<file path="src/rtl/ex_muldiv.sv">
// Execute-stage multiply/divide unit owning the architectural HI/LO registers.
// The divider is built only when MULDIV_DIV_EN is defined; otherwise DIV/DIVU are no-ops.
module ex_muldiv #(
    parameter int DIV_CYCLES = 32
) (
    input  logic        clk,
    input  logic        rst,
    input  logic        ex_valid,
    input  logic        flush,
    input  logic [5:0]  ex_opcode,
    input  logic [5:0]  ex_func,
    input  logic [31:0] ex_rdata_a,
    input  logic [31:0] ex_rdata_b,
    output logic        muldiv_stall,
    output logic [31:0] hilo_rdata,
    output logic [31:0] hi,
    output logic [31:0] lo
);

    localparam logic [5:0] OP_SPECIAL = 6'b000000;
    localparam logic [5:0] FN_MFHI    = 6'b010000;
    localparam logic [5:0] FN_MTHI    = 6'b010001;
    localparam logic [5:0] FN_MFLO    = 6'b010010;
    localparam logic [5:0] FN_MTLO    = 6'b010011;
    localparam logic [5:0] FN_MULT    = 6'b011000;
    localparam logic [5:0] FN_MULTU   = 6'b011001;
    localparam logic [5:0] FN_DIV     = 6'b011010;
    localparam logic [5:0] FN_DIVU    = 6'b011011;

    typedef enum logic [1:0] {
        IDLE = 2'd0,
        MUL  = 2'd1,
`ifdef MULDIV_DIV_EN
        DIV  = 2'd2,
`endif
        DONE = 2'd3
    } state_t;

    state_t      state_reg, state_next;
    logic [31:0] hi_reg, hi_next;
    logic [31:0] lo_reg, lo_next;
    logic [31:0] opa_reg, opa_next;   // multiplicand, or dividend shifting into quotient
    logic [31:0] opb_reg, opb_next;
    logic        neg_res_reg, neg_res_next;

    logic        is_special;
    logic        op_mul;
    logic        op_signed;
    logic        accept;
    logic        start;
    logic [31:0] abs_a;
    logic [31:0] abs_b;
    logic [63:0] product;
    logic [63:0] product_fix;

    assign is_special = (ex_opcode == OP_SPECIAL);
    assign op_mul     = is_special && (ex_func == FN_MULT || ex_func == FN_MULTU);
    assign op_signed  = (ex_func == FN_MULT) || (ex_func == FN_DIV);
    assign accept     = (state_reg == IDLE) && ex_valid && !flush;
    assign abs_a      = (op_signed && ex_rdata_a[31]) ? -ex_rdata_a : ex_rdata_a;
    assign abs_b      = (op_signed && ex_rdata_b[31]) ? -ex_rdata_b : ex_rdata_b;

    assign product     = {32'd0, opa_reg} * {32'd0, opb_reg};
    assign product_fix = neg_res_reg ? -product : product;

`ifdef MULDIV_DIV_EN
    localparam logic [4:0] DIV_LAST = 5'(DIV_CYCLES - 1);

    logic        op_div;
    logic        neg_rem_reg, neg_rem_next;
    logic [31:0] rem_reg, rem_next;
    logic [4:0]  count_reg, count_next;
    logic [32:0] shifted;
    logic [32:0] trial;
    logic [31:0] step_rem;
    logic [31:0] step_quo;

    assign op_div = is_special && (ex_func == FN_DIV || ex_func == FN_DIVU);
    assign start  = accept && (op_mul || op_div);

    // Restoring step: the partial remainder stays below the divisor, so bit 32 of
    // the trial difference is a reliable borrow flag.
    assign shifted  = {rem_reg, opa_reg[31]};
    assign trial    = shifted - {1'b0, opb_reg};
    assign step_rem = trial[32] ? shifted[31:0] : trial[31:0];
    assign step_quo = {opa_reg[30:0], ~trial[32]};

    assign muldiv_stall = start || (state_reg == MUL) || (state_reg == DIV);
`else
    assign start        = accept && op_mul;
    assign muldiv_stall = start || (state_reg == MUL);
`endif

    always_comb begin
        hilo_rdata = 32'd0;
        if (ex_valid && is_special) begin
            if (ex_func == FN_MFHI) begin
                hilo_rdata = hi_reg;
            end else if (ex_func == FN_MFLO) begin
                hilo_rdata = lo_reg;
            end
        end
    end

    always_comb begin
        state_next   = state_reg;
        hi_next      = hi_reg;
        lo_next      = lo_reg;
        opa_next     = opa_reg;
        opb_next     = opb_reg;
        neg_res_next = neg_res_reg;
`ifdef MULDIV_DIV_EN
        neg_rem_next = neg_rem_reg;
        rem_next     = rem_reg;
        count_next   = count_reg;
`endif
        case (state_reg)
            IDLE: begin
                if (accept && is_special) begin
                    if (ex_func == FN_MTHI) begin
                        hi_next = ex_rdata_a;
                    end
                    if (ex_func == FN_MTLO) begin
                        lo_next = ex_rdata_a;
                    end
                    if (start) begin
                        opa_next     = abs_a;
                        opb_next     = abs_b;
                        neg_res_next = op_signed && (ex_rdata_a[31] ^ ex_rdata_b[31]);
                        state_next   = MUL;
`ifdef MULDIV_DIV_EN
                        neg_rem_next = op_signed && ex_rdata_a[31];
                        rem_next     = 32'd0;
                        count_next   = 5'd0;
                        if (op_div) begin
                            state_next = (ex_rdata_b == 32'd0) ? DONE : DIV;
                        end
`endif
                    end
                end
            end
            MUL: begin
                if (flush) begin
                    state_next = IDLE;
                end else begin
                    hi_next    = product_fix[63:32];
                    lo_next    = product_fix[31:0];
                    state_next = DONE;
                end
            end
`ifdef MULDIV_DIV_EN
            DIV: begin
                if (flush) begin
                    state_next = IDLE;
                end else begin
                    rem_next   = step_rem;
                    opa_next   = step_quo;
                    count_next = count_reg + 5'd1;
                    if (count_reg == DIV_LAST) begin
                        hi_next    = neg_rem_reg ? -step_rem : step_rem;
                        lo_next    = neg_res_reg ? -step_quo : step_quo;
                        state_next = DONE;
                    end
                end
            end
`endif
            DONE: begin
                state_next = IDLE;
            end
            default: begin
                state_next = IDLE;
            end
        endcase
    end

    always_ff @(posedge clk or posedge rst) begin
        if (rst) begin
            state_reg   <= IDLE;
            hi_reg      <= 32'd0;
            lo_reg      <= 32'd0;
            opa_reg     <= 32'd0;
            opb_reg     <= 32'd0;
            neg_res_reg <= 1'b0;
`ifdef MULDIV_DIV_EN
            neg_rem_reg <= 1'b0;
            rem_reg     <= 32'd0;
            count_reg   <= 5'd0;
`endif
        end else begin
            state_reg   <= state_next;
            hi_reg      <= hi_next;
            lo_reg      <= lo_next;
            opa_reg     <= opa_next;
            opb_reg     <= opb_next;
            neg_res_reg <= neg_res_next;
`ifdef MULDIV_DIV_EN
            neg_rem_reg <= neg_rem_next;
            rem_reg     <= rem_next;
            count_reg   <= count_next;
`endif
        end
    end

    assign hi = hi_reg;
    assign lo = lo_reg;

endmodule

</file>
<file path="config.mk">
export PLATFORM = sky130hd
export DESIGN_NAME = ex_muldiv
export DESIGN_NICKNAME = d
export VERILOG_FILES = /design/src/rtl/ex_muldiv.sv
export SDC_FILE = /design/constraint.sdc
export NUM_CORES = 2
export LEC_CHECK = 0
export ABC_AREA = 0
export BUFFER_PORTS_ARGS = -buffer_cell sky130_fd_sc_hd__buf_2
export CORE_MARGIN = 3
export CORE_UTILIZATION = 55
export DETAILED_ROUTE_END_ITERATION = 16
export GPL_ROUTABILITY_DRIVEN = 0
export GPL_TIMING_DRIVEN = 0
export PLACE_DENSITY = 0.71
export SYNTH_ARGS = -nofsm -noshare
export SYNTH_HDL_FRONTEND = slang
export SYNTH_SLANG_ARGS = --single-unit
export TNS_END_PERCENT = 100
</file>
<file path="constraint.sdc">
create_clock -name clk -period 9.92 [get_ports clk]
set_input_delay 0.992 -clock clk [delete_from_list [all_inputs] [get_ports clk]]
set_output_delay 0.992 -clock clk [all_outputs]
set_load 0.05 [all_outputs]
</file>
==> impl_metrics.json <==
{
  "drive_gt1_share_pct": 9.41,
  "drc_errors": 0,
  "preCtsSetupSlack_ns": -0.413,
  "vias_per_cell": 6.09,
  "syn2layout_area_growth_pct": 7.47,
  "grt_max_degree": 77,
  "multi_input_area_um2": 35200,
  "cp_max_fo": 10,
  "drt-wirelength-per-cell_um": 26.6,
  "min_from": "hi[1]",
  "grt_pass1_wl_um": 243000,
  "dpl_cell_area_um2": 45000,
  "worstMarginPinSlew_ns": 1.01,
  "synthFlopType": "dfrtp_1",
  "core_area_um2": 76500,
  "yosysTopAreaCellShare_pct": 41.9,
  "fmax_mhz": 101,
  "final.period_utilization_pct": 99.8,
  "hold_viol_final": 0,
  "die_area_um2": 81200,
  "htree_levels": 4,
  "drt_iter0_drc": 4419,
  "wl_um": 163000,
  "ys_types": 102,
  "clock_sinks": 131,
  "final_util_pct": 60.2,
  "p_leak_nw": 23.5,
  "grt-ovfl-total": 0,
  "crit_top_cell": "fa_1",
  "finalSetupTns_ns": 0,
  "arrival_ns": 10.20,
  "clk_path_buf_depth": 2,
  "final.setup_skew_ns": 0.0137,
  "cp_slowest_cell": "fa_1",
  "rows": 101,
  "clock_latency_ns": 0.47,
  "yosys-top-cells-count": "896 x fa_1, 863 x inv_1, 692 x nand2_1",
  "synth_most_common_cell": "fa_1",
  "synth_edf_count": 0,
  "ys_seq_area_share_pct": 7.66,
  "cp.required_ns": 10.23,
  "stdcell_area_um2": 46000,
  "ys_seq_elements": 131,
  "r2r_cells": 27,
  "dp_hpwl_um": 137000,
  "io_buffers": 174,
  "start_util_pct": 56.0,
  "cp_slowest_stage_delay_ns": 0.66,
  "cts_tree": "built",
  "grt_pass1_vias": 37900,
  "startpoint_type": "flip-flop",
  "num_vias": 37400,
  "max_slew_margin_pct": 32.5,
  "yosysTopAreaCell": "fa_1",
  "finalWorstSetupSlack_ns": 0.0240,
  "slew_viol_final": 0,
  "reg2reg_to": "hi[31]",
  "cts_buffers": 17,
  "status": "completed",
  "syn-cell-area_um2": 42800,
  "powerDensity_nw_per_um2": 30.9,
  "die_w_um": 285,
  "ys_warn_count": 0,
  "r2r_start": "opa_reg[21]",
  "fill_cells": 6792,
  "netlist_instances": 4900,
  "grtUsageTotal_pct": 40.8,
  "ant_nets": 0,
  "die_h_um": 285,
  "period_needed_ns": 9.90,
  "finalNetCount": 6332,
  "seq_area_um2": 3300,
  "crit_type": "reg -> reg",
  "cts-root-buf": "clkbuf_16",
  "hold_end": "hi[1]",
  "setup_viol": 0,
  "synth_area_leaders": "fa_1 42%, and2_1 8.7%, ha_1 7.8%, dfrtp_1 7.7%, inv_1 7.6%",
  "avgSynthCellArea_um2": 8.74,
  "drt_first_pass_iters": 9,
  "maxCapViolCount": 0,
  "cts.clk_slew.worst_paths_ns": 0.07,
  "io_pins": 177,
  "syn_nets": 6142,
  "cts-hold-fix-buffers": 0,
  "irDropWorstVdd_uv": 96.1,
  "antenna_found_initial": 20,
  "min_path_type": "reg -> reg",
  "min_path_cells": 2,
  "worst-r2r-setup-slack_ns": 0.02,
  "cp-end-kind": "flip-flop",
  "synthArstFlopShare_pct": 100
}
area by class of cell:
type / instances / area share [%]
multi-input cells: 3602 / 76.5
flip-flops and latches: 131 / 7.16
inverters: 863 / 7.05
plain buffers: 297 / 3.06
well taps: 1030 / 2.80
repair buffers: 178 / 2.00
clock buffers: 17 / 0.925
clock inverters: 15 / 0.460
diodes: 12 / 0.0653
how the worst max path moves through the flow:
stage,to,depth (start not counted),startpoint
floorplan,hi[31],29,opb_reg[2]
global placement,hi[31],29,opa_reg[2]
detailed placement,hi[31],26,opa_reg[2]
CTS,hi[31],30,opb_reg[9]
global route,hi[31],29,opb_reg[9]
finish,hi[31],27,opa_reg[21]
layout by cell type, fill, tap and decap left out, types with 11 or more instances in the layout:
cell type,n
clkbuf_2,125
xnor2_1,84
buf_2,210
nor3_1,32
a21o_1,20
a21oi_1,128
dfrtp_2,14
diode_2,12
dfrtp_1,117
nand2b_1,14
nor4_1,11
fa_1,896
o211ai_1,16
a211oi_1,13
o21ai_0,174
nand4_1,35
or3_1,22
mux2i_1,36
clkbuf_1,110
clkbuf_4,17
o21a_1,21
nand2_1,692
ha_1,264
and2_1,593
and3_1,20
nand3_1,18
nor2_1,180
xor2_1,75
o31ai_1,54
o21ai_1,14
clkbuf_16,17
inv_1,862
metrics by stage:
stage               std cells  hold WS, ns  total power, mW
floorplan                4900        0.514            0.638
global placement         6104        0.490            0.719
detailed placement       6106        0.496            0.722
CTS                      6138        0.510             1.40
global route             6138        0.538             1.44
finish                   6145        0.511             1.42
per-layer routing:
metal  vias to the layer above  GRT usage [%]  routed length (um)
li1                      15400              -                   -
met1                     18600           52.8               58200
met2                      2796           58.5               66600
met3                       641           14.9               24800
met4                         6           25.1               13600
met5                         -              0                  37
report_power, final:
group / switching, mW / internal (mW) / total [mW] / leakage (nW)
combinational: 0.123 / 0.0430 / 0.166 / 21.4
sequential: 0.0121 / 0.542 / 0.554 / 1.77
clock: 0.313 / 0.387 / 0.700 / 0.303
total: 0.448 / 0.972 / 1.42 / 23.5
worst max-delay path: cells and delay by family, from the launching register on:
family          cells  cell delay, ns
fa+ha+maj           9            4.52
compound gates      8            2.19
simple gates        3            1.21
buf+inv             5            0.85
flops               1            0.52
xor+xnor            2            0.45
what timing repair did:
item,4_1_cts,5_1_grt
resized for setup,65,290
hold endpoints to repair,0,0
setup buffers,0,2
pin swaps,0,2
endpoints found under the setup margin,24,34
cells by family after synthesis:
group / count (synthesis) / share of synthesized area, %
simple gates: 1694 / 19.9
buf+inv: 1167 / 10.4
fa+ha+maj: 1162 / 49.7
compound gates: 549 / 8.26
xor+xnor: 159 / 3.25
flops: 131 / 7.66
mux: 38 / 0.895
No activity file was read; power rests on OpenSTA's default activity.
